File: src/rtl/if_id_stage_pkg.sv
// ---------------------------------------------------------------------------
// if_id_stage_pkg
// Shared definitions for the IF/ID pipeline stage and the ID decode logic:
// instruction field positions, the NOP encoding, the default reset PC,
// the {pc, instr} queue entry type and the queue occupancy states.
// ---------------------------------------------------------------------------
package if_id_stage_pkg;

    // MIPS instruction field positions
    localparam int OP_MSB    = 31;
    localparam int OP_LSB    = 26;
    localparam int RS_MSB    = 25;
    localparam int RS_LSB    = 21;
    localparam int RT_MSB    = 20;
    localparam int RT_LSB    = 16;
    localparam int RD_MSB    = 15;
    localparam int RD_LSB    = 11;
    localparam int SHAMT_MSB = 10;
    localparam int SHAMT_LSB = 6;
    localparam int FUNCT_MSB = 5;
    localparam int FUNCT_LSB = 0;
    localparam int IMM16_MSB = 15;
    localparam int IMM16_LSB = 0;

    // sll $0,$0,0 - the architectural NOP
    localparam logic [31:0] NOP_INSTR = 32'h0000_0000;

    // Default reset vector
    localparam logic [31:0] DEFAULT_RESET_PC = 32'h0040_0000;

    // One buffered instruction
    typedef struct packed {
        logic [31:0] pc;
        logic [31:0] instr;
    } stage_entry_t;

    // Queue occupancy
    typedef enum logic [1:0] {
        EMPTY = 2'd0,
        ONE   = 2'd1,
        FULL  = 2'd2
    } queue_state_t;

endpackage

File: src/rtl/if_id_stage_instr_field_split.sv
// ---------------------------------------------------------------------------
// instr_field_split
// Purely combinational slicer from a 32-bit MIPS instruction word into its
// decode fields. No sign or zero extension happens here.
//   instr  in  32  instruction word
//   op     out 6   instr[31:26]
//   rs     out 5   instr[25:21]
//   rt     out 5   instr[20:16]
//   rd     out 5   instr[15:11]
//   shamt  out 5   instr[10:6]
//   funct  out 6   instr[5:0]
//   imm16  out 16  instr[15:0]
// ---------------------------------------------------------------------------
module instr_field_split
    import if_id_stage_pkg::*;
(
    input  logic [31:0] instr,
    output logic [5:0]  op,
    output logic [4:0]  rs,
    output logic [4:0]  rt,
    output logic [4:0]  rd,
    output logic [4:0]  shamt,
    output logic [5:0]  funct,
    output logic [15:0] imm16
);

    assign op    = instr[OP_MSB:OP_LSB];
    assign rs    = instr[RS_MSB:RS_LSB];
    assign rt    = instr[RT_MSB:RT_LSB];
    assign rd    = instr[RD_MSB:RD_LSB];
    assign shamt = instr[SHAMT_MSB:SHAMT_LSB];
    assign funct = instr[FUNCT_MSB:FUNCT_LSB];
    assign imm16 = instr[IMM16_MSB:IMM16_LSB];

endmodule

File: src/rtl/if_id_stage.sv
// ---------------------------------------------------------------------------
// if_id_stage
// IF/ID pipeline register built as a 2-entry skid queue. IF pushes through a
// valid/ready handshake, ID sees the head entry (or a NOP at RESET_PC when
// empty) already split into decode fields.
//
// Parameters:
//   RESET_PC  id_pc value while in reset or while the queue is empty
//   DEPTH     queue depth, only 2 is supported
//
// Ports:
//   clk, rst_n                       clock, async active-low reset
//   fetch_valid/fetch_pc/fetch_instr instruction offered by IF
//   fetch_ready                      stage can accept this cycle
//   id_stall                         ID holds the head
//   flush                            discard all buffered instructions
//   id_valid/id_pc/id_instr          head entry
//   id_op/rs/rt/rd/shamt/funct/imm16 decode fields of id_instr
//   bubble_count                     ID bubble cycles (IF_ID_BUBBLE_COUNT_EN only)
//
// Optional feature macro: IF_ID_BUBBLE_COUNT_EN
// ---------------------------------------------------------------------------
module if_id_stage
    import if_id_stage_pkg::*;
#(
    parameter logic [31:0] RESET_PC = DEFAULT_RESET_PC,
    parameter int          DEPTH    = 2
) (
    input  logic        clk,
    input  logic        rst_n,
    input  logic        fetch_valid,
    input  logic [31:0] fetch_pc,
    input  logic [31:0] fetch_instr,
    output logic        fetch_ready,
    input  logic        id_stall,
    input  logic        flush,
    output logic        id_valid,
    output logic [31:0] id_pc,
    output logic [31:0] id_instr,
    output logic [5:0]  id_op,
    output logic [4:0]  id_rs,
    output logic [4:0]  id_rt,
    output logic [4:0]  id_rd,
    output logic [4:0]  id_shamt,
    output logic [5:0]  id_funct,
    output logic [15:0] id_imm16
`ifdef IF_ID_BUBBLE_COUNT_EN
    ,
    output logic [31:0] bubble_count
`endif
);

    // The 1-bit pointers and FULL encoding only work for two entries
    if (DEPTH != 2) begin : gDepthCheck
        $error("if_id_stage: DEPTH must be 2");
    end

    queue_state_t queueState;
    logic         rdPtr;
    logic         wrPtr;
    stage_entry_t entries [2];
    stage_entry_t headEntry;
    logic         accept;
    logic         consume;

    // Ready and valid come straight from the registered occupancy, so
    // id_stall and flush never reach fetch_ready combinationally.
    assign fetch_ready = (queueState != FULL);
    assign id_valid    = (queueState != EMPTY);
    assign accept      = fetch_valid && fetch_ready && !flush;
    assign consume     = id_valid && !id_stall && !flush;

    // Occupancy FSM and pointers. Flush wins over everything, including a
    // fetch offered in the same cycle, and returns both pointers to 0.
    always_ff @(posedge clk or negedge rst_n) begin
        if (!rst_n) begin
            queueState <= EMPTY;
            rdPtr      <= 1'b0;
            wrPtr      <= 1'b0;
        end else if (flush) begin
            queueState <= EMPTY;
            rdPtr      <= 1'b0;
            wrPtr      <= 1'b0;
        end else begin
            case (queueState)
                EMPTY: if (accept) queueState <= ONE;
                ONE: begin
                    if (accept && !consume)      queueState <= FULL;
                    else if (!accept && consume) queueState <= EMPTY;
                end
                FULL: if (consume) queueState <= ONE;
                default: queueState <= EMPTY;
            endcase
            if (accept)  wrPtr <= ~wrPtr;
            if (consume) rdPtr <= ~rdPtr;
        end
    end

    // Entry storage needs no reset: an entry is only read once the
    // occupancy says it was written.
    always_ff @(posedge clk) begin
        if (accept) begin
            entries[wrPtr] <= '{pc: fetch_pc, instr: fetch_instr};
        end
    end

    // Present the head, or a NOP at RESET_PC when nothing is buffered
    assign headEntry = entries[rdPtr];
    assign id_instr  = id_valid ? headEntry.instr : NOP_INSTR;
    assign id_pc     = id_valid ? headEntry.pc    : RESET_PC;

    instr_field_split uFieldSplit (
        .instr (id_instr),
        .op    (id_op),
        .rs    (id_rs),
        .rt    (id_rt),
        .rd    (id_rd),
        .shamt (id_shamt),
        .funct (id_funct),
        .imm16 (id_imm16)
    );

`ifdef IF_ID_BUBBLE_COUNT_EN
    // Count cycles in which ID receives a bubble; flush leaves it alone
    always_ff @(posedge clk or negedge rst_n) begin
        if (!rst_n) begin
            bubble_count <= 32'd0;
        end else if (!id_valid) begin
            bubble_count <= bubble_count + 32'd1;
        end
    end
`endif

endmodule

File: config.mk
export PLATFORM = sky130hd
export DESIGN_NAME = if_id_stage
export DESIGN_NICKNAME = d
export VERILOG_FILES = /design/src/rtl/if_id_stage_pkg.sv /design/src/rtl/if_id_stage_instr_field_split.sv /design/src/rtl/if_id_stage.sv
export SDC_FILE = /design/constraint.sdc
export NUM_CORES = 1
export LEC_CHECK = 0
export CORE_MARGIN = 2
export CORE_UTILIZATION = 46
export DETAILED_ROUTE_END_ITERATION = 10
export PLACE_DENSITY_LB_ADDON = 0.12
export RECOVER_POWER = 100
export SYNTH_ARGS = -nofsm -noshare
export SYNTH_HDL_FRONTEND = slang
export SYNTH_SLANG_ARGS = --single-unit
export TNS_END_PERCENT = 5
File: constraint.sdc
create_clock -name clk -period 7.3 [get_ports clk]
set_input_delay 0.73 -clock clk [delete_from_list [all_inputs] [get_ports clk]]
set_output_delay 0.73 -clock clk [all_outputs]
set_load 0.05 [all_outputs]
# ---- Yosys cells after proc, flatten, opt, wreduce, memory -nomap -nowiden
# Memories as Yosys holds them, arrays and structs flattened.
# Index checks and enable logic that the tools add are counted.
dict set report word_totals {
  reg_bits 4
  wordCells 41
  ram_bits 128
  out_inout_bits 114
  input_bits 69
  mem_count 1
}
# memory words width read_ports rd_ports_with_merged_regs wr line
set mem_list {}
lappend mem_list {entries 2 64 1 0 1 if_id_stage.sv:61} ;# stage_entry_t entries [2];
dict set report classes {
  mux 14
  eq_ne 6
  bitwise 2
  n_reduce_logical 15
}
# op n
set ops {}
lappend ops {{two-way mux 32 bit} 2}
lappend ops {{two-way mux 2 bit} 5}
lappend ops {{logical AND 1 bit} 6}
lappend ops {{two-way mux 1 bit} 6}
lappend ops {{!= test 3 bit (second input constant)} 2}
lappend ops {{one-hot mux 2 bit (3 select lines)} 1}
lappend ops {{nonzero test 2 bit} 3}
lappend ops {{logical NOT 1 bit} 4}
lappend ops {{!= test 4 bit (second input constant)} 1}
lappend ops {{AND reduction 3 bit} 1}
lappend ops {{== test 2 x 1 -> 1 bit (second input constant)} 1}
lappend ops {{== test 2 bit (second input constant)} 1}
lappend ops {{logical NOT 2 bit} 1}
lappend ops {{!= test 2 bit (second input constant)} 1}
lappend ops {{NOT 1 bit} 2}

# ---- Depth between registers and ports, before layout
dict set report logic_depth {
  depth_word 9
  ltp_mapped 5
  ltp_nobuf 4
}

# ---- By module
# From an unflattened synthesis, not the netlist that was laid out.
dict set report hier_totals {
  hier_cells 345
  hier_area_um2 5426.5
}
# mod cells_per_inst instances seq_area_each_um2 area_per_inst_um2
set by_module_without_submodules {}
lappend by_module_without_submodules {if_id_stage 297 1 3943.8 5066.1}
lappend by_module_without_submodules {instr_field_split 48 1 0.0 360.3}

# ---- Worst setup path before layout
# OpenSTA, ideal clock, no wires.
dict set report synth_timing {
  kind {register -> register}
  startpoint {register queueState[1]}
  endpoint {memory entries[1][0] (netlist name), enable pin}
  n_path_buf 0
  path_slack_ns 0.995
  required_time_ns 6.722
  period_less_slack_ns 6.305
  arrival_ns 5.728
  setup_time_ns 0.578
  stages_incl_launch_ff 5
  path_cell_list {dfrtp_1 -> nor2b_1 -> inv_1 -> nand2_1 -> nor3b_1}
}
dict set report synth_between {
  elab_chain_cells 5
}
# item line
set synth_rtl {}
lappend synth_rtl {{from (decl)} if_id_stage.sv:58} ;# queue_state_t queueState;
lappend synth_rtl {{from (signal assigned)} if_id_stage.sv:77} ;# queueState <= EMPTY;
lappend synth_rtl {{from (signal assigned)} if_id_stage.sv:81} ;# queueState <= EMPTY;
lappend synth_rtl {{from (signal assigned)} if_id_stage.sv:86} ;# EMPTY: if (accept) queueState <= ONE;
lappend synth_rtl {{!= test 2 bit} if_id_stage.sv:68} ;# assign fetch_ready = (queueState != FULL);
lappend synth_rtl {{via fetch_ready} if_id_stage.sv:34} ;# output logic fetch_ready,
lappend synth_rtl {{logical AND 1 bit (2 in series)} if_id_stage.sv:70} ;# assign accept = fetch_valid && fetch_ready && !flush;
lappend synth_rtl {{two-way mux 1 bit} if_id_stage.sv:102} ;# if (accept) begin
lappend synth_rtl {{two-way mux 1 bit (not written as such)} if_id_stage.sv:103} ;# entries[wrPtr] <= '{pc: fetch_pc, instr: fetch_instr};
lappend synth_rtl {{to (decl)} if_id_stage.sv:61}
# The timed path passes the listed nets, and every way through them passes these cells.

# ---- Worst setup path in the final report
dict set report layout_timing {
  startpoint {register queueState[0]}
  endpoint {output port id_pc[22]}
}
dict set report layout_between {
  elab_chain_cells 2
}
# item line
set layout_rtl {}
lappend layout_rtl {{nonzero test 2 bit} if_id_stage.sv:69} ;# assign id_valid = (queueState != EMPTY);
lappend layout_rtl {{two-way mux 32 bit} if_id_stage.sv:110} ;# assign id_pc = id_valid ? headEntry.pc : RESET_PC;
lappend layout_rtl {{to (decl)} if_id_stage.sv:38} ;# output logic [31:0] id_pc,
# Every way passes these cells.

==> Implementation_results.wiki <==
{| class="wikitable"
! Metric !! Value
|-
| Final non-filler cell total || about 640
|-
| Clock tree skew after final layout || 0.00536 ns
|-
| Average routed wire per standard cell || 15.8 um
|-
| Root buf cell || sky130_fd_sc_hd__clkbuf_16
|-
| List of cells traversed by the critical path || nor2_1 -> buf_4 -> inv_1 -> nand2_1 -> dlygate4sd3_1
|-
| Overflow left after global routing || 0
|-
| Vias in the first global route || between 3000 and 4000
|-
| Final #Nets || 557
|-
| Arrival time of data at the critical path endpoint || around 4.0 ns
|-
| Setup repair after global routing missed its margin || false
|-
| Post-CTS Hold Fix Bufs || 0
|-
| Total length of routed wires || 10.2 mm
|-
| Power density cells || approximately 280 mW/mm^2
|-
| Element type at the critical path end || output port
|-
| Count of buffers inserted at the top-level ports || 182
|-
| Violated checks || max-capacitance violations, max-slew violations
|-
| Worst-path maximum fanout || 36
|-
| Nets in the synthesized netlist || 414
|-
| Max-slew violations || roughly 160
|-
| Count of yosys warnings during synthesis || 0
|-
| Combinational fraction of design power || 0.192
|-
| Via-to-Cell Ratio || roughly 4.9
|-
| Core box area || 0.0115 mm^2
|-
| Ratio of final minimum period to clock period || 0.647
|-
| Maximum vdd drop || 0.000153 V
|-
| Total via count in the routed design || 3127
|-
| Number of setup violations in the final report || 0
|-
| Setup TNS || 0 ns
|-
| Min Clock Period, post-route || roughly 4.7 ns
|-
| Routed length on met3 || just under 700 um
|-
| Slew at the pin closest to its max-slew limit || roughly 3.6 ns
|-
| Final weighted congestion in routability-driven placement || 0.717
|-
| Startpoint type of the worst setup path || register
|-
| Cell taking the most area after synthesis || sky130_fd_sc_hd__edfxtp_1
|-
| Skew-Pair Late Insertion Delay || 0.40 ns
|-
| Count of different cell masters after synthesis || 20
|-
| Run status || finished with violations
|-
| Layout-stage area growth over the synthesis result || 39.1%
|-
| Initial DRC count || 127
|-
| Total met2 wirelength after detailed routing || 5.31 mm
|-
| Leak Pwr || 2.80 nW
|-
| Vertical die dimension || 113 um
|-
| Pin count of the biggest net entering global routing || 67
|-
| Number of violations of the max-capacitance limit || 4
|-
| Initial antenna violation count || 2
|-
| Number of remaining DRC errors || 0
|-
| Internal power || 1.52 mW
|-
| Relative slew margins || -1.40
|-
| Share of post-route cells with drive strength above 1 || 0.0561
|-
| Number of clock buffers inserted by TritonCTS || 17
|-
| Clock transition at the registers of the reported paths || approximately 0.050 ns
|-
| Switching pwr || ~0.58 mW
|-
| Clock tree from TritonCTS || yes
|-
| Fraction of post-synthesis cell area in the top cell type by area || 0.708
|-
| Max Freq || 212 MHz
|-
| H-tree level count || 4
|-
| First-pass DRT Iterations || 5
|-
| Dominant cells by area after synthesis || sky130_fd_sc_hd__edfxtp_1 (71%), sky130_fd_sc_hd__mux2i_1 (12%), sky130_fd_sc_hd__buf_4 (7.5%)
|-
| Overall track demand over capacity in global routing || 0.161
|-
| Synthesized cell area || about 0.0054 mm^2
|-
| Worst hold path type || register to register
|-
| Worst Hold Slack || around 0.57 ns
|-
| Slowest stage cell, crit path || sky130_fd_sc_hd__nor2_1
|-
| First-pass GRT wire length || 15.6 mm
|-
| Floorplan die area || around 0.013 mm^2
|-
| Largest stage delay on the critical path || between 1.5 and 2 ns
|-
| Number of hold-slack violations in the final timing report || 0
|-
| Reg power frac || 0.421
|-
| Post-CTS Setup Bufs || 0
|-
| Synthesized area divided by synthesized cell count || 15.7 um^2
|-
| Initial cell density of the core || 0.473
|-
| Kind of critical path || register to output port
|-
| Detailed-routing wirelength on met1 || 4.05 mm
|-
| Top Metal Used || met4
|-
| Number of primary I/O pins || 183
|-
| Required time at the worst-slack endpoint || 6.57 ns
|-
| Synthesized instance count || between 300 and 400
|-
| Number of cells after detailed placement || 612
|-
| Register bit count reported by yosys || 132
|-
| Clock group share of total power || 0.387
|-
| Proportion of total power due to net switching || 0.277
|-
| Antenna-violating nets left || 0
|-
| Number of buffers on the longest clock path || 2
|-
| Width of the chip || 113 um
|-
| Standard-cell row count || 39
|-
| Seq/Total Area, Yosys || 0.727
|-
| Half-perimeter wire length of the detailed placement result || 6.63 mm
|-
| Clock net sink count || 132
|-
| Number of gates given a new drive strength after cts || 0
|}
-- Yosys cell counts --
cell type	count
sky130_fd_sc_hd__buf_2	3
sky130_fd_sc_hd__buf_4	54
sky130_fd_sc_hd__inv_1	4
sky130_fd_sc_hd__o31ai_1	1
sky130_fd_sc_hd__nand2b_1	1
sky130_fd_sc_hd__nor2b_1	2
sky130_fd_sc_hd__or3_1	2
sky130_fd_sc_hd__o21ai_1	1
sky130_fd_sc_hd__nor3_1	2
sky130_fd_sc_hd__o21ai_0	1
sky130_fd_sc_hd__nand3b_1	1
sky130_fd_sc_hd__buf_6	5
sky130_fd_sc_hd__mux2i_1	64
sky130_fd_sc_hd__a211o_1	1
sky130_fd_sc_hd__edfxtp_1	128
sky130_fd_sc_hd__nand2_1	2
sky130_fd_sc_hd__dfrtp_1	4
sky130_fd_sc_hd__a21oi_1	4
sky130_fd_sc_hd__nor2_1	64
sky130_fd_sc_hd__nor3b_1	1
-- power groups by stage --
| stage | sequential, mW | combinational (mW) | clock (mW) |
|---|---|---|---|
| floorplan | 0.887 | 0.322 | 0 |
| global placement | 0.899 | 0.433 | 0 |
| detailed placement | 0.900 | 0.437 | 0 |
| CTS | 0.885 | 0.437 | 0.833 |
| global route | 0.889 | 0.422 | 0.871 |
| finish | 0.886 | 0.403 | 0.814 |
-- layout make-up --
type / instances / area [um^2]
diodes: 2 / 5.00
clock buffers: 20 / 437
clock inverters: 10 / 135
fillers: 831 / 3920
inverters: 4 / 15.0
multi-input cells: 147 / 991
flip-flops and latches: 132 / 3950
well taps: 143 / 179
repair buffers: 186 / 1840
-- logic make-up after synthesis --
family          count (synthesis)  share of synthesized area
compound gates                  8                    0.00853
buf+inv                        66                     0.0906
flops                         132                      0.727
mux                            64                      0.118
simple gates                   75                     0.0560
-- critical path: cells and delay by family (launching register included) --
family,cells,cell delay (ns)
simple gates,2,1.59
buf+inv,3,1.54
flops,1,0.42
-- final timing paths --
check                      depth (start not counted)          start            end  slack (ns)
max                                                5  queueState[0]      id_pc[22]        2.58
min                                                1  queueState[0]  queueState[0]        0.57
max reg2reg                                        5  queueState[1]  entries[1][7]        3.25
min reg2reg                                        1  queueState[0]  queueState[0]        0.57
max in group asynchronous                          1          rst_n          rdPtr        6.48
min in group asynchronous                          1          rst_n          wrPtr        0.61
-- per-layer routing --
metal | vias up | GRT usage
li1 | 1489 | -
met1 | 1511 | 0.183
met2 | 118 | 0.280
met3 | 9 | 0.0626
met4 | 0 | 0.0545
met5 | - | 0
-- placed cells by master (no fill, tap or decap), types with 2 or more instances in the layout --
| cell | Yosys | routed |
|---|---|---|
| sky130_fd_sc_hd__nor2b_1 | 2 | 2 |
| sky130_fd_sc_hd__diode_2 | 0 | 2 |
| sky130_fd_sc_hd__mux2i_1 | 64 | 64 |
| sky130_fd_sc_hd__nor3_1 | 2 | 2 |
| sky130_fd_sc_hd__dlygate4sd3_1 | 0 | 179 |
| sky130_fd_sc_hd__clkbuf_16 | 0 | 17 |
| sky130_fd_sc_hd__or3_1 | 2 | 2 |
| sky130_fd_sc_hd__a21oi_1 | 4 | 4 |
| sky130_fd_sc_hd__clkdlybuf4s50_1 | 0 | 3 |
| sky130_fd_sc_hd__bufinv_16 | 0 | 3 |
| sky130_fd_sc_hd__dfrtp_1 | 4 | 3 |
| sky130_fd_sc_hd__nand2_1 | 2 | 2 |
| sky130_fd_sc_hd__edfxtp_1 | 128 | 128 |
| sky130_fd_sc_hd__clkbuf_1 | 0 | 6 |
| sky130_fd_sc_hd__inv_1 | 4 | 4 |
| sky130_fd_sc_hd__clkinv_2 | 0 | 2 |
| sky130_fd_sc_hd__clkinvlp_4 | 0 | 3 |
| sky130_fd_sc_hd__nor2_1 | 64 | 64 |
-- through the flow --
stage                     instance area, um^2  total power [mW]  setup slack (ns)   util
after global placement                   7000              1.33              4.04  0.611
after global routing                     7550              2.18              2.22  0.658
after CTS                                7570              2.16              3.55  0.660
after detailed placement                 7000              1.34              3.99  0.611
final                                    7550              2.10              2.58  0.658
after floorplan                          5430              1.21             0.995      -
-- state kept, by name, summed over array words and instances, names as in the netlist --
signal      cells
queueState      2
wrPtr           1
entries       128
rdPtr           1
(Power assumes the default switching activity.)
==> variant, RTL diff (same flow settings) <==
Build with the macro `IF_ID_BUBBLE_COUNT_EN` defined.
--- a/src/rtl/if_id_stage.sv
+++ b/src/rtl/if_id_stage.sv
@@ -22,2 +22,4 @@
 // ---------------------------------------------------------------------------
+`define IF_ID_BUBBLE_COUNT_EN
+
 module if_id_stage
Behaviour (old outputs only; new: bubble_count): unchanged (Yosys induction, for registers that start in step).
==> variant against the unedited design <==
The flow still finishes with violations (capacitance limit, slew limit). Cell area grew 23%. Global-route usage grew 1.6 points. Count of clock-buffer cells in the layout grew 2. Sequential cell count grew 32. Clock power shrank 6.4%. Combinational power grew 27%. Wire length grew 35%. Power grew 14%. Via count grew 36%. Synthesized area grew 26%. Setup slack gained 0.85 ns. Maximum frequency grew 22%.
==> variant: results (changes against the unedited design) <==
| Metric | Value |
|---|---|
| Non-Filler Instances | 851 (+32%) |
| Worst clock skew | 0.005391 ns (+0.00002573 ns) |
| Final WL | 13770 um (+35%) |
| Vias in the first global route | 4265 (+34%) |
| Fillcell total | 1146 (+38%) |
| Post-synth ARST share | 21.95% (+19 points) |
| Status | complete, but fails checks |
| Worst Path Max Fanout | 56 (+56%) |
| Layout cells sized above 1 | 4.662% (-0.95 points) |
| Gpl congestion | 0.7592 (+5.9%) |
| Root Driver | clkbuf_16 |
| Total Routing Usage GR | 17.77% (+1.6 points) |
| Final setup TNS | 0 ns (unchanged) |
| Synthesized-area fraction occupied by adder cells | 0.1826% (+0.18 points) |
| Clk_lat worst skew | 0.42 ns (+0.02 ns) |
| Biggest regs | entries x128, bubble_count x32, queueState x2 |
| Ranking of synthesized cells by area | edfxtp_1 56%, dfrtp_1 13%, mux2i_1 9.3%, buf_4 5.3%, nor2_1 3.9% |
| Post-synthesis mux area share | 9.350% (-2.5 points) |
| Hpwl dp | 9258 um (+40%) |
| NetSw | 0.7311 mW (+26%) |
| Fin. Hold Viols | 0 (unchanged) |
| Hold crit path type | flop to flop |
| Slowest cell delay on critical path | 0.80 ns (-0.72 ns) |
| Synth cell count leaders | 128 x edfxtp_1, 72 x nor2_1, 64 x mux2i_1, 48 x buf_4, 36 x dfrtp_1 |
| Setup violators final | 0 (unchanged) |
| Port Buffers | 214 (+18%) |
| YS warnings | 0 (unchanged) |
| Iteration count of the initial detailed-routing pass | 4 (-1) |
| Dpl ws | 4.004 ns (+0.01639 ns) |
| # H-tree levels | 4 (unchanged) |
| Largest net degree at the start of global routing | 67 (unchanged) |
| Vias/cell | 4.991 (+2.8%) |
| Worst slew pin tran | 2.083 ns (-1.517 ns) |
| Sequential area share after synthesis | 69.25% (-3.4 points) |
| Pleak | 3.715 nW (+33%) |
| Worst path slowest cell | dlygate4sd3_1 |
| Post-Synth XOR/XNOR Area | 4.091% (+4.1 points) |
| Max-Cap Viols | 5 (+1) |
| Cts repair resizes | 0 (unchanged) |
| Post-CTS Setup Inserts | 0 (unchanged) |
| Delay-heaviest family, CP | buffers and inverters |
| Yosys cell types | 34 (+70%) |
| Worst vdd ir | 146.3 uV (-4.5%) |
| Worst path arrival time | 3.15 ns (-0.84 ns) |
| Post-synth EDFFs | 128 (unchanged) |
| First-pass GRT wire length | 21880 um (+40%) |
| Syn nets | 549 (+33%) |
| Slew Limit Fails | 169 (+3.7%) |
| Failing checks | capacitance limit, slew limit |
| Synth Area in Compound Gates | 0.4748% (-0.38 points) |
| Clock transition at path regs | 0.06 ns |
| Total Nets Final | 722 (+30%) |
| Placed insts | 817 (+33%) |
| Initial DRC count | 223 (+76%) |
| Synth Area per Inst | 14.30 um2 (-9.1%) |
variant: cell types whose count changed after synthesis, sizes merged, moves of 7 or more:
cell,delta
xnor2,+9
nor3,+9
nor4,+8
xor2,+23
nand3,+11
clkbuf,+11
nor2,+9
dfrtp,+32
nand2,+14
buf,-7
variant: cells by family (layout without fill, tap and decap cells):
logic type      after synthesis  in the layout
flops                       164            164
simple gates                140            140
buf+inv                      72            258
mux                          64             64
xor+xnor                     32             32
compound gates                6              6
fa+ha+maj                     1              1
other cells                   0              2
variant: path summary, 6_finish.rpt:
check / from / endpoint / cells after the start / slack, ns
min: bubble_count[31] / bubble_count[31] / 1 / 0.46
max reg2reg: queueState[1] / bubble_count[29] / 5 / 4.30
max: queueState[1] / id_shamt[0] / 4 / 3.42
min in group asynchronous: rst_n / bubble_count[28] / 2 / 1.40
max in group asynchronous: rst_n / rdPtr / 2 / 4.52
min reg2reg: bubble_count[31] / bubble_count[31] / 1 / 0.46
variant: per-stage QoR:
step	utilization, %	instance area (um2)
global placement	60.87	8847
finish	63.98	9299
CTS	64.35	9353
floorplan	-	6852
detailed placement	60.87	8847
global route	63.96	9296
variant: final cells by class:
type	instances	area, um2	share of cell area [%]
flip-flops and latches	164	4748	51.06
repair buffers	220	2168	23.32
multi-input cells	243	1619	17.41
clock buffers	22	444.2	4.777
well taps	184	230.2	2.476
clock inverters	10	61.31	0.6593
inverters	6	22.52	0.2422
diodes	2	5.005	0.05382
variant: power by group through the flow:
stage                     sequential [mW]  combinational [mW]  clock, mW
after detailed placement             1.13               0.550          0
after floorplan                      1.19               0.315          0
final                                1.11               0.510      0.762
after global placement               1.13               0.544          0
after CTS                            1.11               0.552      0.782
after global routing                 1.12               0.536      0.823
variant: routing by layer:
metal | vias to the layer above | GRT usage [%] | routed length, um
li1 | 2018 | - | -
met1 | 2059 | 22.27 | 5836
met2 | 149 | 29.35 | 6737
met3 | 19 | 5.310 | 963
met4 | 2 | 6.593 | 216
met5 | - | 0 | 16
